## config.mk

```make
export PLATFORM = sky130hd
export DESIGN_NAME = wb_sequencer_flat
export DESIGN_NICKNAME = d
export VERILOG_FILES = /design/src/rtl/wb_sequencer_pkg.sv /design/src/rtl/wb_sequencer_if.sv /design/src/rtl/wb_sequencer_fwd_match.sv /design/src/rtl/wb_sequencer.sv /design/src/flat_wrapper.sv
export SDC_FILE = /design/constraint.sdc
export NUM_CORES = 1
export LEC_CHECK = 0
export BUFFER_PORTS_ARGS = -buffer_cell sky130_fd_sc_hd__buf_2
export CORE_MARGIN = 3
export CORE_UTILIZATION = 40
export CTS_CLUSTER_DIAMETER = 30
export CTS_CLUSTER_SIZE = 8
export DETAILED_ROUTE_END_ITERATION = 8
export PLACE_DENSITY = 0.7
export REMOVE_ABC_BUFFERS = 1
export SLEW_MARGIN = 15
export SYNTH_ARGS = -nofsm -noshare
export SYNTH_HDL_FRONTEND = slang
export SYNTH_SLANG_ARGS = --single-unit
export TNS_END_PERCENT = 10
```

## constraint.sdc

```tcl
create_clock -name clk -period 6.1 [get_ports clk]
set_input_delay 1.22 -clock clk [delete_from_list [all_inputs] [get_ports clk]]
set_output_delay 1.22 -clock clk [all_outputs]
set_load 0.03 [all_outputs]
```

## src/rtl/wb_sequencer_pkg.sv

```systemverilog
// Shared types and constants for the writeback sequencer: bundle layout,
// register/data widths and the "live write" rule used by every port decision.
package wb_sequencer_pkg;

    localparam int REG_ADDR_W = 5;
    localparam int DATA_W     = 32;
    localparam logic [REG_ADDR_W-1:0] ZERO_REG = 5'd0;

    typedef struct packed {
        logic                  wen0;
        logic [REG_ADDR_W-1:0] waddr0;
        logic [DATA_W-1:0]     wdata0;
        logic                  wen1;
        logic [REG_ADDR_W-1:0] waddr1;
        logic [DATA_W-1:0]     wdata1;
    } wb_bundle_t;

    // A write only reaches the register file when enabled and not aimed at r0.
    function automatic logic port_live(input logic wen, input logic [REG_ADDR_W-1:0] waddr);
        return wen && (waddr != ZERO_REG);
    endfunction

endpackage

```

## src/rtl/wb_sequencer_if.sv

```systemverilog
// Bundle, register-file write, scoreboard and forwarding signals of the
// writeback sequencer; master = memory stage / decode side, slave = sequencer.
interface wb_sequencer_if
    import wb_sequencer_pkg::*;
#(
    parameter int DEPTH = 2
) ();

    localparam int CNT_W = $clog2(DEPTH) + 1;

    logic                  in_valid;
    logic                  in_ready;
    logic                  in_wen0;
    logic [REG_ADDR_W-1:0] in_waddr0;
    logic [DATA_W-1:0]     in_wdata0;
    logic                  in_wen1;
    logic [REG_ADDR_W-1:0] in_waddr1;
    logic [DATA_W-1:0]     in_wdata1;
    logic                  stall;
    logic                  wen0;
    logic [REG_ADDR_W-1:0] waddr0;
    logic [DATA_W-1:0]     wdata0;
    logic                  wen1;
    logic [REG_ADDR_W-1:0] waddr1;
    logic [DATA_W-1:0]     wdata1;
    logic                  sb_set;
    logic [REG_ADDR_W-1:0] sb_addr;
    logic [REG_ADDR_W-1:0] raddr0;
    logic [REG_ADDR_W-1:0] raddr1;
    logic                  busy0;
    logic                  busy1;
    logic                  fwd_hit0;
    logic                  fwd_hit1;
    logic [DATA_W-1:0]     fwd_data0;
    logic [DATA_W-1:0]     fwd_data1;
    logic [CNT_W-1:0]      occupancy;

    modport master (
        output in_valid, in_wen0, in_waddr0, in_wdata0, in_wen1, in_waddr1, in_wdata1,
        output stall, sb_set, sb_addr, raddr0, raddr1,
        input  in_ready, wen0, waddr0, wdata0, wen1, waddr1, wdata1,
        input  busy0, busy1, fwd_hit0, fwd_hit1, fwd_data0, fwd_data1, occupancy
    );

    modport slave (
        input  in_valid, in_wen0, in_waddr0, in_wdata0, in_wen1, in_waddr1, in_wdata1,
        input  stall, sb_set, sb_addr, raddr0, raddr1,
        output in_ready, wen0, waddr0, wdata0, wen1, waddr1, wdata1,
        output busy0, busy1, fwd_hit0, fwd_hit1, fwd_data0, fwd_data1, occupancy
    );

endinterface

```

## src/rtl/wb_sequencer_fwd_match.sv

```systemverilog
// wb_fwd_match: youngest buffered write to one source register, port 0 over
// port 1 within a bundle. Compiled only when WB_FORWARD_EN is defined.
`ifdef WB_FORWARD_EN
module wb_fwd_match
    import wb_sequencer_pkg::*;
#(
    parameter  int DEPTH = 2,
    localparam int PTR_W = (DEPTH > 1) ? $clog2(DEPTH) : 1,
    localparam int CNT_W = $clog2(DEPTH) + 1
) (
    input  wb_bundle_t [DEPTH-1:0] entries,
    input  logic [PTR_W-1:0]       rd_ptr,
    input  logic [CNT_W-1:0]       count,
    input  logic [REG_ADDR_W-1:0]  raddr,
    output logic                   hit,
    output logic [DATA_W-1:0]      data
);

    wb_bundle_t       entry_s;
    logic [PTR_W-1:0] idx_s;
    logic             m0_s;
    logic             m1_s;

    // Walk oldest to youngest so a later match overrides an earlier one.
    always_comb begin
        hit     = 1'b0;
        data    = '0;
        entry_s = '0;
        idx_s   = '0;
        m0_s    = 1'b0;
        m1_s    = 1'b0;
        for (int i = 0; i < DEPTH; i++) begin
            idx_s   = rd_ptr + PTR_W'(i);
            entry_s = entries[idx_s];
            m0_s    = (CNT_W'(i) < count) && port_live(entry_s.wen0, entry_s.waddr0)
                      && (entry_s.waddr0 == raddr);
            m1_s    = (CNT_W'(i) < count) && port_live(entry_s.wen1, entry_s.waddr1)
                      && (entry_s.waddr1 == raddr);
            hit     = hit | m0_s | m1_s;
            data    = m0_s ? entry_s.wdata0 : (m1_s ? entry_s.wdata1 : data);
        end
    end

endmodule
`endif

```

## src/rtl/wb_sequencer.sv

```systemverilog
// Writeback sequencer: bundle FIFO feeding both register-file write ports,
// pending-write scoreboard, and optional forwarding (define WB_FORWARD_EN).
module wb_sequencer
    import wb_sequencer_pkg::*;
#(
    parameter int DEPTH = 2
) (
    input  logic          clk,
    input  logic          rst_n,
    wb_sequencer_if.slave bus
);

    localparam int PTR_W = (DEPTH > 1) ? $clog2(DEPTH) : 1;
    localparam int CNT_W = $clog2(DEPTH) + 1;
    localparam logic [CNT_W-1:0] DEPTH_C = CNT_W'(DEPTH);
    localparam logic [CNT_W-1:0] ONE_C   = CNT_W'(1);

    wb_bundle_t [DEPTH-1:0] mem_r;
    logic [PTR_W-1:0]       wr_ptr_r;
    logic [PTR_W-1:0]       rd_ptr_r;
    logic [CNT_W-1:0]       count_r;
    logic [31:0]            busy_r;

    wb_bundle_t             in_bundle_s;
    wb_bundle_t             head_s;
    logic                   nonempty_s;
    logic                   in_ready_s;
    logic                   push_s;
    logic                   pop_s;
    logic                   wen0_s;
    logic                   wen1_s;
    logic [REG_ADDR_W-1:0]  waddr0_s;
    logic [REG_ADDR_W-1:0]  waddr1_s;
    logic [DATA_W-1:0]      wdata0_s;
    logic [DATA_W-1:0]      wdata1_s;
    logic [31:0]            clr_mask_s;
    logic [31:0]            set_mask_s;

    assign in_bundle_s = '{wen0:   bus.in_wen0,   waddr0: bus.in_waddr0, wdata0: bus.in_wdata0,
                           wen1:   bus.in_wen1,   waddr1: bus.in_waddr1, wdata1: bus.in_wdata1};
    assign nonempty_s  = (count_r != '0);
    assign in_ready_s  = (count_r < DEPTH_C);
    assign push_s      = bus.in_valid && in_ready_s;
    assign pop_s       = nonempty_s && !bus.stall;
    assign head_s      = mem_r[rd_ptr_r];

    // Bundle FIFO storage, pointers and occupancy.
    always_ff @(posedge clk or negedge rst_n) begin
        if (!rst_n) begin
            mem_r    <= '0;
            wr_ptr_r <= '0;
            rd_ptr_r <= '0;
            count_r  <= '0;
        end else begin
            if (push_s) begin
                mem_r[wr_ptr_r] <= in_bundle_s;
                wr_ptr_r        <= wr_ptr_r + PTR_W'(1);
            end
            if (pop_s) begin
                rd_ptr_r <= rd_ptr_r + PTR_W'(1);
            end
            case ({push_s, pop_s})
                2'b10:   count_r <= count_r + ONE_C;
                2'b01:   count_r <= count_r - ONE_C;
                default: count_r <= count_r;
            endcase
        end
    end

    // Head bundle to write ports; a same-register pair keeps only port 0.
    always_comb begin
        wen0_s   = 1'b0;
        wen1_s   = 1'b0;
        waddr0_s = '0;
        waddr1_s = '0;
        wdata0_s = '0;
        wdata1_s = '0;
        if (nonempty_s) begin
            waddr0_s = head_s.waddr0;
            waddr1_s = head_s.waddr1;
            wdata0_s = head_s.wdata0;
            wdata1_s = head_s.wdata1;
            wen0_s   = !bus.stall && port_live(head_s.wen0, head_s.waddr0);
            wen1_s   = !bus.stall && port_live(head_s.wen1, head_s.waddr1)
                       && !(wen0_s && (head_s.waddr1 == head_s.waddr0));
        end else begin
            wen0_s   = 1'b0;
            wen1_s   = 1'b0;
        end
    end

    assign clr_mask_s = (wen0_s ? (32'd1 << waddr0_s) : 32'd0)
                      | (wen1_s ? (32'd1 << waddr1_s) : 32'd0);
    assign set_mask_s = port_live(bus.sb_set, bus.sb_addr) ? (32'd1 << bus.sb_addr) : 32'd0;

    // Pending-write scoreboard; a set in the same cycle as a clear wins.
    always_ff @(posedge clk or negedge rst_n) begin
        if (!rst_n) begin
            busy_r <= 32'd0;
        end else begin
            busy_r <= (busy_r & ~clr_mask_s) | set_mask_s;
        end
    end

    assign bus.in_ready  = in_ready_s;
    assign bus.occupancy = count_r;
    assign bus.wen0      = wen0_s;
    assign bus.waddr0    = waddr0_s;
    assign bus.wdata0    = wdata0_s;
    assign bus.wen1      = wen1_s;
    assign bus.waddr1    = waddr1_s;
    assign bus.wdata1    = wdata1_s;
    assign bus.busy0     = (bus.raddr0 != ZERO_REG) && busy_r[bus.raddr0];
    assign bus.busy1     = (bus.raddr1 != ZERO_REG) && busy_r[bus.raddr1];

`ifdef WB_FORWARD_EN
    wb_fwd_match #(.DEPTH(DEPTH)) u_fwd0 (
        .entries (mem_r),
        .rd_ptr  (rd_ptr_r),
        .count   (count_r),
        .raddr   (bus.raddr0),
        .hit     (bus.fwd_hit0),
        .data    (bus.fwd_data0)
    );

    wb_fwd_match #(.DEPTH(DEPTH)) u_fwd1 (
        .entries (mem_r),
        .rd_ptr  (rd_ptr_r),
        .count   (count_r),
        .raddr   (bus.raddr1),
        .hit     (bus.fwd_hit1),
        .data    (bus.fwd_data1)
    );
`else
    assign bus.fwd_hit0  = 1'b0;
    assign bus.fwd_hit1  = 1'b0;
    assign bus.fwd_data0 = 32'd0;
    assign bus.fwd_data1 = 32'd0;
`endif

endmodule

```

## src/flat_wrapper.sv

```systemverilog
// flat-port wrapper written by rule: the top's interface ports become plain ports
module wb_sequencer_flat import wb_sequencer_pkg::*;
#(
    parameter int DEPTH = 2
)
  (clk, rst_n, bus_in_valid, bus_in_wen0, bus_in_waddr0, bus_in_wdata0, bus_in_wen1, bus_in_waddr1, bus_in_wdata1, bus_stall, bus_sb_set, bus_sb_addr, bus_raddr0, bus_raddr1, bus_in_ready, bus_wen0, bus_waddr0, bus_wdata0, bus_wen1, bus_waddr1, bus_wdata1, bus_busy0, bus_busy1, bus_fwd_hit0, bus_fwd_hit1, bus_fwd_data0, bus_fwd_data1, bus_occupancy);
  wb_sequencer_if #(.DEPTH(DEPTH)) bus_i ();
  input  logic clk;
  input  logic rst_n;
  input wire logic [$bits(bus_i.in_valid)-1:0] bus_in_valid;
  input wire logic [$bits(bus_i.in_wen0)-1:0] bus_in_wen0;
  input wire logic [$bits(bus_i.in_waddr0)-1:0] bus_in_waddr0;
  input wire logic [$bits(bus_i.in_wdata0)-1:0] bus_in_wdata0;
  input wire logic [$bits(bus_i.in_wen1)-1:0] bus_in_wen1;
  input wire logic [$bits(bus_i.in_waddr1)-1:0] bus_in_waddr1;
  input wire logic [$bits(bus_i.in_wdata1)-1:0] bus_in_wdata1;
  input wire logic [$bits(bus_i.stall)-1:0] bus_stall;
  input wire logic [$bits(bus_i.sb_set)-1:0] bus_sb_set;
  input wire logic [$bits(bus_i.sb_addr)-1:0] bus_sb_addr;
  input wire logic [$bits(bus_i.raddr0)-1:0] bus_raddr0;
  input wire logic [$bits(bus_i.raddr1)-1:0] bus_raddr1;
  output wire logic [$bits(bus_i.in_ready)-1:0] bus_in_ready;
  output wire logic [$bits(bus_i.wen0)-1:0] bus_wen0;
  output wire logic [$bits(bus_i.waddr0)-1:0] bus_waddr0;
  output wire logic [$bits(bus_i.wdata0)-1:0] bus_wdata0;
  output wire logic [$bits(bus_i.wen1)-1:0] bus_wen1;
  output wire logic [$bits(bus_i.waddr1)-1:0] bus_waddr1;
  output wire logic [$bits(bus_i.wdata1)-1:0] bus_wdata1;
  output wire logic [$bits(bus_i.busy0)-1:0] bus_busy0;
  output wire logic [$bits(bus_i.busy1)-1:0] bus_busy1;
  output wire logic [$bits(bus_i.fwd_hit0)-1:0] bus_fwd_hit0;
  output wire logic [$bits(bus_i.fwd_hit1)-1:0] bus_fwd_hit1;
  output wire logic [$bits(bus_i.fwd_data0)-1:0] bus_fwd_data0;
  output wire logic [$bits(bus_i.fwd_data1)-1:0] bus_fwd_data1;
  output wire logic [$bits(bus_i.occupancy)-1:0] bus_occupancy;
  assign bus_i.in_valid = bus_in_valid;
  assign bus_i.in_wen0 = bus_in_wen0;
  assign bus_i.in_waddr0 = bus_in_waddr0;
  assign bus_i.in_wdata0 = bus_in_wdata0;
  assign bus_i.in_wen1 = bus_in_wen1;
  assign bus_i.in_waddr1 = bus_in_waddr1;
  assign bus_i.in_wdata1 = bus_in_wdata1;
  assign bus_i.stall = bus_stall;
  assign bus_i.sb_set = bus_sb_set;
  assign bus_i.sb_addr = bus_sb_addr;
  assign bus_i.raddr0 = bus_raddr0;
  assign bus_i.raddr1 = bus_raddr1;
  assign bus_in_ready = bus_i.in_ready;
  assign bus_wen0 = bus_i.wen0;
  assign bus_waddr0 = bus_i.waddr0;
  assign bus_wdata0 = bus_i.wdata0;
  assign bus_wen1 = bus_i.wen1;
  assign bus_waddr1 = bus_i.waddr1;
  assign bus_wdata1 = bus_i.wdata1;
  assign bus_busy0 = bus_i.busy0;
  assign bus_busy1 = bus_i.busy1;
  assign bus_fwd_hit0 = bus_i.fwd_hit0;
  assign bus_fwd_hit1 = bus_i.fwd_hit1;
  assign bus_fwd_data0 = bus_i.fwd_data0;
  assign bus_fwd_data1 = bus_i.fwd_data1;
  assign bus_occupancy = bus_i.occupancy;
  wb_sequencer #(.DEPTH(DEPTH)) u_core (.clk(clk), .rst_n(rst_n), .bus(bus_i));
endmodule
```

==> impl_metrics.py <==
metrics = {
    "drt": {
        "drtIter0Drc": 459,
        "drc": 0,
        "vias_per_cell": 5.367,
        "vias": 7326,
        "wl_per_cell_um": 18.30,
        "first_pass_iters": 5,
        "ant_nets": 0,
        "wirelength_mm": 24.98,
    },
    "timing": {
        "setup_violations": 0,
        "rsz0062_at_grt": "false",
        "final_hold_viol_count": 0,
        "timing.fmax_ghz": 0.2407,
        "worstMarginPinSlew_ns": 1.087,
        "min_period_over_period": 0.6810,
        "drv_slew": 0,
        "postLayoutSetupSlackWorst_ns": 1.946,
        "slew_headroom": 0.2750,
        "finalSetupTns_ns": 0,
        "final.min_clock_period_ns": 4.154,
        "skew_ns": 0.01197,
    },
    "hold_path": {
        "worst_hold_path_type": "reg2reg",
    },
    "global_routing": {
        "antenna_found_initial": 2,
        "grt_pass1_vias": 7329,
        "grt.total_usage": 0.1832,
        "grt_pass1_wl_mm": 39.52,
        "overflow": 0,
        "grt_max_degree": 112,
    },
    "die": {
        "die-area_um2": 27370,
        "die_h_um": 165.4,
        "initial_core_util": 0.4121,
        "pin_count": 243,
        "die_w_um": 165.4,
        "core_area_um2": 24680,
        "fp-row-count": 57,
    },
    "setup_path": {
        "start_kind": "input port",
        "cp_slowest_cell": "mux4_2",
        "slowest_delay_ns": 0.54,
        "worstSetupPathType": "in2out",
        "path_cells": "buf_2, mux4_2, mux4_2, mux2_2, buf_2",
        "cp_top_family": "multiplexers",
        "critPathRequiredTime_ns": 4.88,
        "critPathCaptureType": "primary output",
        "worstPathArrival_ns": 2.93,
        "timing.critical_path.buf_inv": 2,
        "path_max_fanout": 9,
    },
    "cells_and_area": {
        "final_nets": 1125,
        "antenna_cells": 0,
        "layout-drive-gt1-share": 0.3871,
        "syn2layout_area_growth_pct": 14.52,
    },
    "placed_design": {
        "numPortBuffers": 176,
        "post-place-ws_ns": 1.937,
        "place.gp.congestion": 0.9495,
        "dpl.hpwl_mm": 17.76,
    },
    "synth": {
        "yosysTopAreaCellShare": 0.4602,
        "synth_largest_area_cell": "dfrtp_1",
        "yosys_warnings": 0,
        "postSynthCellCount": 876,
        "syn-mean-instance-area_um2": 11.61,
        "synth_area_leaders": "dfrtp_1 46%, mux2_2 17%, mux2i_1 7.4%, buf_4 5.5%, mux4_2 4.0%",
        "ys.flop_type": "dfrtp_1",
        "yosysSeqAreaShare": 0.4602,
        "syn_area_um2": 10170,
        "ys_seq_elements": 187,
        "synth-edff-count": 0,
        "ys_async_sr_fraction": 1.000,
        "synth_cell_types": 49,
    },
    "clocking": {
        "cts.reportedPaths.clkPinSlew_ns": 0.08,
        "tritoncts": "yes",
        "cts_hold_buf": 0,
        "clk_latency_ns": 0.43,
        "cts_max_path_buffers": 2,
        "postCtsSetupBuffers": 0,
        "ctsResizeCount": 0,
        "clkSinkCount": 187,
        "h-tree-depth": 4,
        "cts_buffers": 17,
        "cts-root-buf": "clkbuf_16",
    },
    "power": {
        "p_clk_frac": 0.152,
        "combPwrFrac": 0.520,
        "p_leak_nw": 5.299,
        "vdd_drop_max_mv": 0.3851,
        "power_density_nw_per_um2": 626.2,
        "swShare": 0.4605,
        "internal_power_w": 0.003934,
        "seq_power_share": 0.328,
        "switching_power_w": 0.003358,
    },
    "flow_run": {
        "drv_cap": 0,
    },
    "run_status": {
        "outcome": "finished, final reports clean",
    },
}
[cells by family after synthesis]
family,count (synthesis),share of synthesized area
mux,253,0.2926
simple gates,209,0.1019
flops,187,0.4602
buf+inv,121,0.07592
compound gates,89,0.05488
xor+xnor,15,0.01292
fa+ha+maj,1,0.001230
other cells,1,0.0003688
[flip-flops by register name (all words and copies together) (netlist names)]
register,flops
u_core.mem_r,152
u_core.wr_ptr_r,1
u_core.rd_ptr_r,1
u_core.busy_r,31
u_core.bus.occupancy,2
[per-layer routing]
layer  up-vias  global-route usage  part of all wire
met2       330              0.2991              0.48
li1       3324                   -                 -
met3        43             0.05338             0.095
met5         -                   0           0.00084
met1      3625              0.2355              0.41
met4         4             0.05784             0.021
[cell type report]
cell class | count | area (um^2)
flip-flops and latches | 187 | 4683
repair buffers | 184 | 947.2
multi-input cells | 633 | 4989
clock buffers | 18 | 429.2
clock inverters | 14 | 172.7
fillers | 2288 | 13030
well taps | 324 | 405.4
inverters | 5 | 18.77
[path summary, 6_finish.rpt]
kind | start | endpoint | slack (ns) | depth (start not counted)
hold / removal | u_core.mem_r[137]$_DFFE_PN0P_ | u_core.mem_r[137]$_DFFE_PN0P_ | 0.51 | 1
setup / recovery | bus_raddr1[0] | bus_busy1 | 1.95 | 5
min in group asynchronous | rst_n | u_core.mem_r[91]$_DFFE_PN0P_ | 0.90 | 1
setup reg to reg | u_core.rd_ptr_r$_DFFE_PN0P_ | u_core.busy_r[4]$_DFF_PN0_ | 3.40 | 5
hold reg to reg | u_core.mem_r[137]$_DFFE_PN0P_ | u_core.mem_r[137]$_DFFE_PN0P_ | 0.51 | 1
max in group asynchronous | rst_n | u_core.busy_r[3]$_DFF_PN0_ | 3.89 | 2
[placed cells by master, fill, tap and decap left out, types with 3 or more instances in the layout]
| cell type | instances |
|---|---|
| dfrtp_1 | 186 |
| buf_2 | 175 |
| mux2_2 | 157 |
| nor2_1 | 88 |
| mux2i_1 | 75 |
| conb_1 | 66 |
| nand2_1 | 45 |
| o21ai_0 | 36 |
| a22oi_1 | 27 |
| mux4_2 | 18 |
| clkbuf_16 | 17 |
| nor4b_1 | 16 |
| xnor2_1 | 13 |
| nand3_1 | 10 |
| a21oi_1 | 9 |
| nor3_1 | 8 |
| and4b_1 | 8 |
| buf_4 | 8 |
| nand4_1 | 7 |
| clkinv_8 | 6 |
| inv_1 | 5 |
| nor3b_1 | 5 |
| nor4_1 | 5 |
| o22ai_1 | 4 |
| inv_6 | 4 |
| and3b_1 | 3 |
[stage by stage]
step	instances	area, um^2	hold slack, ns	utilization	power, W
after global placement	1333	11040	0.4873	0.4475	0.006141
after detailed placement	1333	11040	0.4941	0.4475	0.006218
after CTS	1365	11640	0.5108	0.4719	0.007343
after floorplan	825	9659	0.4688	-	0.005176
final	1365	11640	0.5070	0.4719	0.007292
after global routing	1365	11640	0.5145	0.4719	0.007745
[Yosys cell counts (7+ instances only)]
library cell  instances
a21oi_1               9
a22oi_1              27
and4b_1               8
buf_2                14
buf_4                74
clkbuf_1             19
dfrtp_1             187
mux2_2              157
mux2i_1              75
mux4_2               18
nand2_1              45
nand3_1              11
nand4_1               7
nor2_1               90
nor3_1                8
nor4b_1              16
o21ai_0              36
xnor2_1              13
[power by group through the flow]
stage                     clock, W  sequential (W)  combinational [W]
after global routing       0.00119         0.00248            0.00408
after detailed placement         0         0.00242            0.00380
after floorplan                  0         0.00230            0.00288
final                      0.00111         0.00239            0.00379
after CTS                  0.00114         0.00239            0.00381
after global placement           0         0.00238            0.00376
Power figures use the tool's default switching activity.
